===== src/rtl/nrisc_pipe_ctrl.sv =====
// Pipeline sequencer for the 8-bit nRisc core: owns the PC and fetch enable, feeds decode,
// and handles jump flush, execute back-pressure and (with NRISC_HAZARD_EN) load-use bubbles.
module nrisc_pipe_ctrl #(
  parameter logic [7:0] RESET_PC     = 8'h00,
  parameter int         FLUSH_CYCLES = 2,
  parameter logic [2:0] LOAD_OP      = 3'b010
) (
  input  logic       clock,
  input  logic       reset,
  input  logic [7:0] instr_in,
  input  logic       instr_valid,
  input  logic       jump,
  input  logic [7:0] jump_target,
  input  logic       ex_busy,
  output logic [7:0] pc,
  output logic       fetch_en,
  output logic [7:0] dec_instr,
  output logic       dec_valid,
  output logic       stall,
  output logic       flush
);

  localparam logic [1:0] S_RUN    = 2'd0;
  localparam logic [1:0] S_STALL  = 2'd1;
  localparam logic [1:0] S_BUBBLE = 2'd2;
  localparam logic [1:0] S_FLUSH  = 2'd3;

  localparam logic [1:0] CNT_INIT = 2'(FLUSH_CYCLES - 1);

  logic [1:0] state_q, state_d;
  logic [1:0] cnt_q, cnt_d;
  logic [7:0] pc_q, pc_d;
  logic [7:0] dec_instr_q, dec_instr_d;
  logic       dec_valid_q, dec_valid_d;
  logic       hazard;

`ifdef NRISC_HAZARD_EN
  // Load in decode writes a register the incoming instruction reads (reg_b is 2 bits wide).
  assign hazard = dec_valid_q && (dec_instr_q[7:5] == LOAD_OP) && instr_valid &&
                  ((instr_in[4:2] == dec_instr_q[4:2]) ||
                   ({1'b0, instr_in[1:0]} == dec_instr_q[4:2]));
`else
  assign hazard = 1'b0;
`endif

  always_comb begin
    state_d     = state_q;
    cnt_d       = cnt_q;
    pc_d        = pc_q;
    dec_instr_d = dec_instr_q;
    dec_valid_d = dec_valid_q;

    if (jump) begin
      pc_d        = jump_target;
      dec_valid_d = 1'b0;
      cnt_d       = CNT_INIT;
      state_d     = S_FLUSH;
    end else if (state_q == S_FLUSH) begin
      dec_valid_d = 1'b0;
      if (cnt_q == 2'd0) begin
        state_d = ex_busy ? S_STALL : S_RUN;
      end else begin
        cnt_d = cnt_q - 2'd1;
      end
    end else if (ex_busy) begin
      state_d = S_STALL;
    end else if (state_q == S_STALL) begin
      state_d = S_RUN;
    end else if ((state_q == S_RUN) && hazard) begin
      dec_valid_d = 1'b0;
      state_d     = S_BUBBLE;
    end else begin
      // RUN, or the closing edge of BUBBLE where the re-presented instruction is taken
      state_d = S_RUN;
      if (instr_valid) begin
        dec_instr_d = instr_in;
        dec_valid_d = 1'b1;
        pc_d        = pc_q + 8'd1;
      end else begin
        dec_valid_d = 1'b0;
      end
    end
  end

  always_ff @(posedge clock or posedge reset) begin
    if (reset) begin
      state_q     <= S_RUN;
      cnt_q       <= 2'd0;
      pc_q        <= RESET_PC;
      dec_instr_q <= 8'h00;
      dec_valid_q <= 1'b0;
    end else begin
      state_q     <= state_d;
      cnt_q       <= cnt_d;
      pc_q        <= pc_d;
      dec_instr_q <= dec_instr_d;
      dec_valid_q <= dec_valid_d;
    end
  end

  assign pc        = pc_q;
  assign dec_instr = dec_instr_q;
  assign dec_valid = dec_valid_q;
  assign fetch_en  = (state_q == S_RUN);
  assign stall     = (state_q == S_STALL) || (state_q == S_BUBBLE);
  assign flush     = (state_q == S_FLUSH);

endmodule

===== config.mk =====
export PLATFORM = sky130hd
export DESIGN_NAME = nrisc_pipe_ctrl
export DESIGN_NICKNAME = d
export VERILOG_FILES = /design/src/rtl/nrisc_pipe_ctrl.sv
export SDC_FILE = /design/constraint.sdc
export NUM_CORES = 1
export LEC_CHECK = 0
export ABC_AREA = 0
export BUFFER_PORTS_ARGS = -buffer_cell sky130_fd_sc_hd__buf_2
export CAP_MARGIN = 20
export CORE_MARGIN = 5
export CORE_UTILIZATION = 47
export DETAILED_ROUTE_END_ITERATION = 10
export GPL_TIMING_DRIVEN = 0
export PLACE_DENSITY = 0.77
export SYNTH_ARGS = -nofsm -noshare
export SYNTH_HDL_FRONTEND = slang
export SYNTH_SLANG_ARGS = --single-unit

===== constraint.sdc =====
create_clock -name clock -period 2.29 [get_ports clock]
set_input_delay 0.229 -clock clock [delete_from_list [all_inputs] [get_ports clock]]
set_output_delay 0.229 -clock clock [all_outputs]
set_load 0.01 [all_outputs]

-- Yosys cells after proc, flatten, opt, wreduce, memory -nomap -nowiden
Cells that the tools add are included.
W data, S select, Z words.
- memory bits (writable): 0
- latch bits: 0
- logic and storage cells: 47
- memories: 0
- input bits: 21
- output and inout bits: 20
- memory bits (read-only): 0
- register bits: 21
- order comparisons: 0
- divide/modulo/power cells: 0
- shifts and indexed selects: 0
- equality and inequality tests: 10
- add/subtract/negate cells: 2
- multiply operators: 0
- reductions and logical operators: 9
- bitwise operators: 4
- muxes and demuxes: 17
- operator list (cell ; count):
    $mux W8 ; 5
    $mux W2 ; 6
    $add A8 B1 Y8 const B ; 1
    $ne A2 B2 Y1 const B ; 4
    $mux W1 ; 6
    $ne A3 B2 Y1 const B ; 2
    $reduce_and A5 Y1 ; 1
    $eq A2 B2 Y1 const B ; 2
    $logic_not A2 Y1 ; 2
    $not A1 Y1 ; 4
    $reduce_and A2 Y1 ; 2
    $reduce_and A4 Y1 ; 1
    $reduce_bool A2 Y1 ; 2
    $ne A3 B3 Y1 const B ; 1
    $eq A2 B1 Y1 const B ; 1
    $sub A2 B1 Y2 const B ; 1
    $logic_or A1 B1 Y1 ; 1

-- Longest topological paths before layout
Gate-level depths: netlist of the first run.
- depth after elaboration: 6
- depth in mapped cells: 6
- gate-level depth less buffers: 5

-- Worst setup path before layout of the first run
OpenSTA, ideal clock, no wires.
- path kind: register to register
- from: register state_q[0]
- to: register dec_instr_q[0], in the netlist dec_instr[0]
- buffers on the path: 1
- slack: 0.345 ns
- required time: 2.165 ns
- arrival time: 1.820 ns
- library setup time: 0.125 ns
- cell stages (with the launch flop): 6
- period minus slack after synthesis: 1.945 ns
- path through: dfrtp_1 > ha_1 > or4b_4 > buf_6 > nor2_4 > mux2_2
- longest elaborated chain between the ends: 3
- elaborated cells between the ends (all ways): 5
- classes of those cells: eq/ne (2); bitwise (2); reduce/logical (1)
- ends and longest elaborated chain (what ; line ; RTL):
    start: declaration ; 30 ; logic [1:0] state_q, state_d;
    start signal: assignment ; 93 ; state_q <= state_d;
    $eq A2 B1 Y1 or $eq A2 B2 Y1 (tied branches) ; 67, 58 ;
    $not A1 Y1 (no line) ; n/a ;
    $reduce_and A5 Y1 (no line) (*) ; n/a ;
    end signal: assignment ; 96 ; dec_instr_q <= dec_instr_d;
    end: declaration ; 33 ; logic [7:0] dec_instr_q, dec_instr_d;
Every way passes the cells marked *; elsewhere a longest branch is shown, timed or not.
A chain may end at the register's enable or synchronous reset.

-- Worst setup path after layout of the first run
- from: register state_q[0]
- to: register dec_instr_q[1], in the netlist dec_instr[1]
The elaborated chain is that of the path after synthesis.

==> impl_metrics.env, run 1 <==
export IMPL_status="completed"
export IMPL_cts_root_buffer="clkbuf_4"
export IMPL_dr_pass1_iters=4
export IMPL_startpoint_type="register"
export IMPL_top_layer_used="met4"
export IMPL_dp_hpwl_microns=1930
export IMPL_worstMarginPinSlew_ns=0.789
export IMPL_syn_to_final_growth_pct=24.3
export IMPL_via_per_inst=5.31
export IMPL_antenna_found_initial=0
export IMPL_gp_congestion=0.766
export IMPL_routed_wl_microns=2490
export IMPL_critPathKind="reg -> reg"
export IMPL_ios=41
export IMPL_die_w_microns=58.0
export IMPL_final_cell_mix="buf_2, dfrtp_1, mux2_2, o21ai_0"
export IMPL_nets=172
export IMPL_preCtsSetupSlack_ns=0.203
export IMPL_worst_slack_ns=0.179
export IMPL_slew_viol_final=0
export IMPL_via_count=914
export IMPL_fin_skew_ns=0.00920
export IMPL_met1_length_microns=1010
export IMPL_max_freq_mhz=474
export IMPL_holdWs_ns=0.0463
export IMPL_critPathArrivalTime_ns=2.30
export IMPL_crit_fanout=10
export IMPL_finalSetupViolations=0
export IMPL_slowest_stage="or4b_4"
export IMPL_dr_wl_met2_microns=1370
export IMPL_layout_drive_gt1_share=0.396
export IMPL_ctsHoldBuffers=0
export IMPL_core_area_sq_mm=0.00221
export IMPL_diodes=0
export IMPL_ys_types=31
export IMPL_grt_pass1_vias=988
export IMPL_rsz0062_at_grt="false"
export IMPL_drt_iter0_drc=11
export IMPL_required_ns=2.48
export IMPL_nFillCells=199
export IMPL_ys_async_sr_fraction=1.00
export IMPL_syn_area_per_cell_sq_um=10.8
export IMPL_overflow=0
export IMPL_postRouteAntennaNets=0
export IMPL_numCtsBuffers=3
export IMPL_synth_flop_cell="dfrtp_1"
export IMPL_synth_fp_nets=127
export IMPL_synth_edf_count=0
export IMPL_htreeDepth=1
export IMPL_wl_per_cell_microns=14.5
export IMPL_grt_max_degree=22
export IMPL_power_density_mw_per_mm2=903
export IMPL_synth_area_leaders="dfrtp_1, mux2_2, ha_1"
export IMPL_hp_class="in -> async"
export IMPL_relSlewSlack=0.473
export IMPL_cts_resized_gates=0
export IMPL_clock_path_buffers=2
export IMPL_cp_cell_sequence="ha_1 > or4b_4 > buf_6 > nor2_4 > mux2_2"
export IMPL_met3_length_microns=89
export IMPL_cts_setup_buffers=0
export IMPL_maxCapViolations=0
export IMPL_peakVddDrop_v=0.000602
export IMPL_cts_tree="done"
export IMPL_total_leakage_power_uw=0.000638
export IMPL_port_buffer_count=40
export IMPL_synth_warnings=0
export IMPL_die_area_sq_mm=0.00336
export IMPL_cp_end_kind="register"
export IMPL_start_util=0.489
export IMPL_die_y_microns=58.0
export IMPL_final_common_cell="buf_2"
export IMPL_netlist_area_sq_mm=0.00108
export IMPL_hold_violations=0
export IMPL_netlist_area_leader_share=0.486
export IMPL_synth_largest_area_cell="dfrtp_1"
export IMPL_grt_use_total=0.162
export IMPL_drc=0
export IMPL_rows=17
export IMPL_multiInputGateArea_sq_um=514
export IMPL_grt_pass1_wl_microns=4320
export IMPL_period_minus_slack_ns=2.11
export IMPL_clock_latency_ns=0.30
export IMPL_synthCells=100
export IMPL_ys_seq_elements=21
export IMPL_ys_seq_area_frac=0.486
export IMPL_max_stage_delay_ns=0.55
export IMPL_final_seq_area_sq_um=526
export IMPL_fin_crit_sh=0.922
export IMPL_ff2ff_path_depth=5
export IMPL_cts_sinks=21
export IMPL_clk_pin_slew_ns=0.13
export IMPL_final_setup_tns_ns=0
==> cell type report <==
class / instances / share of cell area
buffer: 3 / 0.0140
clock buffer: 3 / 0.0168
clock inverter: 1 / 0.00372
inverter: 6 / 0.0168
multi-input combinational: 70 / 0.383
sequential: 21 / 0.391
tap: 28 / 0.0261
timing repair buffer: 40 / 0.149
==> synth_stat cells (2+ instances only) <==
library cell,instances
dfrtp_1,21
mux2_2,8
o21ai_0,7
ha_1,6
inv_1,6
nand2_1,6
nor2_1,5
a31oi_1,4
nand3_1,4
nor2b_1,4
a21oi_1,2
clkbuf_1,2
nand2b_1,2
nor4b_1,2
o31ai_1,2
or3_1,2
or4_1,2
xnor2_1,2
==> metrics by stage <==
| stage | cells | util | power (uW) | area [sq um] |
|---|---|---|---|---|
| 2_1_floorplan | 100 | - | 860 | 1080 |
| 3_3_place_gp | 168 | 0.595 | 1020 | 1320 |
| 3_5_place_dp | 168 | 0.595 | 1050 | 1320 |
| 4_1_cts | 172 | 0.607 | 1230 | 1340 |
| 5_1_grt | 172 | 0.607 | 1320 | 1340 |
| 6_report | 172 | 0.607 | 1210 | 1340 |
==> cell families (layout without fill, tap and decap cells) <==
kind of cell    count (synthesis)  in the layout  share of synthesized area
compound gates                 19             19                      0.108
flops                          21             21                      0.486
simple gates                   34             34                      0.190
mux                             9              9                     0.0926
fa+ha+maj                       6              6                     0.0694
buf+inv                         9             53                     0.0382
xor+xnor                        2              2                     0.0162
==> worst max-delay path: cells and delay by family (launching register included) <==
| kind | cells | cell delay (ns) |
|---|---|---|
| mux | 1 | 0.37 |
| simple gates | 2 | 0.75 |
| flops | 1 | 0.44 |
| buf+inv | 1 | 0.16 |
| fa+ha+maj | 1 | 0.28 |
==> final timing paths <==
check / slack [ns] / to / from
setup / recovery: 0.18 / dec_instr[1]$_DFFE_PP0P_ / state_q[0]$_DFFE_PP0P_
hold / removal: 0.05 / state_q[0]$_DFFE_PP0P_ / reset
setup reg to reg: 0.18 / dec_instr[1]$_DFFE_PP0P_ / state_q[0]$_DFFE_PP0P_
hold reg to reg: 0.52 / dec_instr[3]$_DFFE_PP0P_ / dec_instr[3]$_DFFE_PP0P_
max in group asynchronous: 1.75 / dec_instr[4]$_DFFE_PP0P_ / reset
min in group clock: 0.12 / pc[0]$_DFFE_PP0P_ / jump_target[0]
==> flip-flops by register name, indices dropped and copies added (netlist names) <==
register / cells
cnt_q: 2
state_q: 2
pc: 8
dec_instr: 8
dec_valid: 1
==> routing by layer <==
metal  vias up  track usage
li1        451            -
met1       446        0.189
met2        15        0.302
met3         2       0.0267
met4         0       0.0464
met5         -            0
==> report_power, final <==
part | total [uW] | switching, uW | leakage (uW) | internal (uW)
combinational | 473 | 242 | 0.000374 | 231
sequential | 559 | 76.0 | 0.000246 | 483
clock | 181 | 116 | 0.0000177 | 65.0
total | 1210 | 434 | 0.000638 | 780
No activity file was read; power rests on OpenSTA's default activity.
==> run 2, diff against run 1 <==
CORE_UTILIZATION = 50   (was 47)
PLACE_DENSITY = 0.81   (was 0.77)
clock period = 2.6 ns   (was 2.29 ns; I/O delays follow)
==> impl_metrics.env, run 2 (synthesis results as in run 1) <==
export IMPL_ctsHoldBuffers=0
export IMPL_hold_violations=0
export IMPL_cp_end_kind="register"
export IMPL_slowest_stage="or4b_4"
export IMPL_required_ns=2.80
export IMPL_relSlewSlack=0.491
export IMPL_final_cell_mix="buf_2, dfrtp_1, mux2_2, o21ai_0"
export IMPL_grt_pass1_wl_microns=4250
export IMPL_startpoint_type="register"
export IMPL_cts_resized_gates=0
export IMPL_routed_wl_microns=2360
export IMPL_cts_root_buffer="clkbuf_4"
export IMPL_power_density_mw_per_mm2=794
export IMPL_max_stage_delay_ns=0.55
export IMPL_start_util=0.540
export IMPL_clock_path_buffers=2
export IMPL_critPathArrivalTime_ns=2.29
export IMPL_htreeDepth=1
export IMPL_syn_to_final_growth_pct=24.1
export IMPL_maxCapViolations=0
export IMPL_max_freq_mhz=479
export IMPL_preCtsSetupSlack_ns=0.513
export IMPL_dr_pass1_iters=4
export IMPL_nets=172
export IMPL_worstMarginPinSlew_ns=0.763
export IMPL_diodes=0
export IMPL_grt_max_degree=22
export IMPL_die_area_sq_mm=0.00319
export IMPL_status="completed"
export IMPL_final_setup_tns_ns=0
export IMPL_gp_congestion=0.797
export IMPL_total_leakage_power_uw=0.000635
export IMPL_critPathKind="reg -> reg"
export IMPL_cp_cell_sequence="ha_1 > or4b_4 > buf_6 > nor2_4 > mux2_2"
export IMPL_fin_crit_sh=0.804
export IMPL_crit_fanout=10
export IMPL_grt_use_total=0.165
export IMPL_multiInputGateArea_sq_um=514
export IMPL_ios=41
export IMPL_finalSetupViolations=0
export IMPL_period_minus_slack_ns=2.09
export IMPL_antenna_found_initial=0
export IMPL_clock_latency_ns=0.30
export IMPL_postRouteAntennaNets=0
export IMPL_grt_pass1_vias=990
export IMPL_cts_tree="done"
export IMPL_overflow=0
export IMPL_rsz0062_at_grt="false"
export IMPL_die_y_microns=56.5
export IMPL_slew_viol_final=0
export IMPL_worst_slack_ns=0.510
export IMPL_via_count=929
export IMPL_via_per_inst=5.43
export IMPL_numCtsBuffers=3
export IMPL_fin_skew_ns=0.000696
export IMPL_core_area_sq_mm=0.00200
export IMPL_final_seq_area_sq_um=526
export IMPL_dp_hpwl_microns=1890
export IMPL_drt_iter0_drc=32
export IMPL_port_buffer_count=40
export IMPL_reg2reg_slack_ns=0.51
export IMPL_hp_class="in -> async"
export IMPL_dpl_cell_area_sq_mm=0.00132
export IMPL_cts_sinks=21
export IMPL_drc=0
export IMPL_rows=16
export IMPL_holdWs_ns=0.0736
export IMPL_wl_per_cell_microns=13.8
export IMPL_peakVddDrop_v=0.000448
export IMPL_cts_setup_buffers=0
export IMPL_die_w_microns=56.5
export IMPL_clk_pin_slew_ns=0.11
export IMPL_layout_drive_gt1_share=0.389
export IMPL_totalPowerFinal_uw=1070
export IMPL_final_common_cell="buf_2"
export IMPL_design_area_sq_mm=0.00134
export IMPL_nFillCells=180
==> run 2: area by class of cell <==
| type | count | area share |
|---|---|---|
| Clock buffer | 4 | 0.0196 |
| Multi-Input combinational cell | 70 | 0.383 |
| Buffer | 3 | 0.0140 |
| Timing Repair Buffer | 40 | 0.149 |
| Inverter | 6 | 0.0168 |
| Sequential cell | 21 | 0.392 |
| Tap cell | 27 | 0.0252 |
==> run 2: path summary, 6_finish.rpt <==
kind,from,endpoint,cells after the start
setup / recovery,state_q[0]$_DFFE_PP0P_,dec_instr[7]$_DFFE_PP0P_,5
hold / removal,reset,dec_instr[1]$_DFFE_PP0P_,2
setup reg to reg,state_q[0]$_DFFE_PP0P_,dec_instr[7]$_DFFE_PP0P_,5
hold reg to reg,dec_instr[0]$_DFFE_PP0P_,dec_instr[0]$_DFFE_PP0P_,1
max in group asynchronous,reset,pc[7]$_DFFE_PP0P_,2
min in group clock,jump_target[1],pc[1]$_DFFE_PP0P_,3
==> run 2: per-stage QoR <==
step / utilization / cells
floorplan: - / 100
global placement: 0.657 / 167
detailed placement: 0.657 / 167
CTS: 0.670 / 171
global route: 0.670 / 171
finish: 0.670 / 171
==> run 2: where the power goes <==
| group | switching (uW) | internal (uW) | leakage (uW) |
|---|---|---|---|
| Sequential | 66.3 | 426 | 0.000246 |
| Clock | 95.9 | 59.8 | 0.0000150 |
| Combinational | 213 | 205 | 0.000374 |
==> run 2: metal layers <==
metal  track usage  wire, microns  vias to the layer above  share of wire
li1              -              -                      448              -
met1         0.198            954                      429           0.40
met2         0.276           1130                       48           0.48
met3        0.0459            247                        4           0.10
met4        0.0712             29                        0          0.012
met5             0              0                        -              0
==> run 2: critical path: cells and delay by family (launching register included) <==
family / cells / cell delay, ns
AND/OR/NAND/NOR: 2 / 0.75
flip-flops: 1 / 0.44
multiplexers: 1 / 0.37
adder cells (fa/ha/maj): 1 / 0.27
buffers and inverters: 1 / 0.16
==> run 3, diff against run 2 <==
CORE_UTILIZATION = 47   (was 50)
PLACE_DENSITY = 0.77   (was 0.81)
clock period = 2.1 ns   (was 2.6 ns; I/O delays follow)
==> impl_metrics.env, run 3 (synthesis results as in run 1) <==
export IMPL_status="completed"
export IMPL_finalSetupViolations=0
export IMPL_start_util=0.489
export IMPL_total_leakage_power_uw=0.000638
export IMPL_fin_crit_sh=0.976
export IMPL_cts_sinks=21
export IMPL_antenna_found_initial=0
export IMPL_clockPowerShare=0.148
export IMPL_clk_pin_slew_ns=0.13
export IMPL_switching_share=0.358
export IMPL_core_area_sq_mm=0.00221
export IMPL_met1_length_microns=1030
export IMPL_switchingPower_uw=479
export IMPL_worstMarginPinSlew_ns=0.782
export IMPL_internal_power_uw=860
export IMPL_totalPowerFinal_uw=1340
export IMPL_seqPwrFrac=0.457
export IMPL_worstSetupStartpoint="state_q[0]$_DFFE_PP0P_"
export IMPL_layout_drive_gt1_share=0.421
export IMPL_diodes=0
export IMPL_top_layer_used="met4"
export IMPL_die_y_microns=58.0
export IMPL_grt_pass1_wl_microns=4330
export IMPL_via_per_inst=5.29
export IMPL_relSlewSlack=0.471
export IMPL_worst_slack_ns=0.0504
export IMPL_rsz0062_at_grt="true"
export IMPL_max_freq_mhz=488
export IMPL_rows=17
export IMPL_clock_latency_ns=0.30
export IMPL_drc=0
export IMPL_numCtsBuffers=3
export IMPL_hold_violations=0
export IMPL_fin_cells=173
export IMPL_grt_use_total=0.163
export IMPL_final_cell_mix="buf_2, dfrtp_1, mux2_2, o21ai_0, nand2_1"
export IMPL_cp_end_kind="register"
export IMPL_die_area_sq_mm=0.00336
export IMPL_holdWs_ns=0.0352
export IMPL_reg2reg_from="state_q[0]$_DFFE_PP0P_"
export IMPL_via_count=916
export IMPL_port_buffer_count=40
export IMPL_required_ns=2.29
export IMPL_power_density_mw_per_mm2=987
export IMPL_period_minus_slack_ns=2.05
export IMPL_peakVddDrop_v=0.000671
export IMPL_dpl_cell_count=168
export IMPL_critPathArrivalTime_ns=2.24
export IMPL_drt_iter0_drc=12
export IMPL_crit_fanout=10
export IMPL_syn_to_final_growth_pct=25.5
export IMPL_slew_viol_final=0
export IMPL_final_common_cell="buf_2"
export IMPL_fin_skew_ns=0.00543
export IMPL_cts_root_buffer="clkbuf_4"
export IMPL_wl_per_cell_microns=14.6
export IMPL_clock_path_buffers=2
export IMPL_grt_max_degree=22
export IMPL_routed_wl_microns=2530
export IMPL_cts_tree="done"
export IMPL_postRouteAntennaNets=0
export IMPL_preCtsSetupSlack_ns=0.0127
export IMPL_dr_pass1_iters=2
export IMPL_hp_class="in -> async"
export IMPL_p_comb_frac=0.396
export IMPL_critPathKind="reg -> reg"
export IMPL_ios=41
export IMPL_maxCapViolations=0
export IMPL_overflow=0
export IMPL_die_w_microns=58.0
export IMPL_nets=173
export IMPL_met3_length_microns=87
export IMPL_ctsHoldBuffers=0
export IMPL_startpoint_type="register"
export IMPL_dr_wl_met2_microns=1400
export IMPL_dp_hpwl_microns=1930
export IMPL_grt_pass1_vias=987
export IMPL_gp_congestion=0.766
export IMPL_htreeDepth=1
[run 3: cell count changes in the layout (fill, tap and decap cells not counted), sizes merged]
cell / delta
clkbuf: -1
clkinv: +1
buf: +1
[run 3: power by group through the flow]
stage	logic (uW)	registers (uW)	clock network, uW
CTS	528	612	205
finish	530	611	198
global placement	503	607	0
global route	587	635	229
detailed placement	521	622	0
floorplan	282	656	0
[run 3: area by class of cell]
type	instances	area (sq um)
well taps	28	35.0
inverters	6	22.5
flip-flops and latches	21	526
multi-input cells	70	519
plain buffers	3	18.8
clock inverters	1	5.00
fillers	198	856
repair buffers	41	208
clock buffers	3	22.5
[run 3: path summary, 6_finish.rpt]
check                                      endpoint  slack [ns]  cells past startpoint
setup / recovery           dec_instr[1]$_DFFE_PP0P_        0.05                      5
hold / removal               state_q[0]$_DFFE_PP0P_        0.04                      2
setup reg to reg           dec_instr[1]$_DFFE_PP0P_        0.05                      5
hold reg to reg            dec_instr[3]$_DFFE_PP0P_        0.52                      1
max in group asynchronous  dec_instr[4]$_DFFE_PP0P_        1.57                      2
min in group clock                pc[0]$_DFFE_PP0P_        0.10                      3
[run 3: worst max-delay path, cell delays in order (launching register included)]
cell and delay [ns]:
dfrtp_1 0.44, ha_2 0.23, or4b_4 0.53, buf_6 0.16
nor2_4 0.20, mux2_2 0.37
[run 3: stage by stage]
stage               area, sq um  utilization   TNS, ns
global placement           1320        0.595         0
floorplan                  1080            -         0
detailed placement         1320        0.595         0
CTS                        1350        0.609         0
global route               1360        0.613  -0.00216
finish                     1360        0.613         0
[run 3: timing repair]
action / in CTS / in global routing
setup endpoints to repair: 8 / 9
gates resized for setup: 1 / 2
setup buffers: 0 / 1
pin swaps: 1 / 1
[run 3: per-layer routing]
layer	GRT usage	vias up
met5	0	-
met4	0.0464	0
met3	0.0267	2
met2	0.303	15
met1	0.189	451
li1	-	448
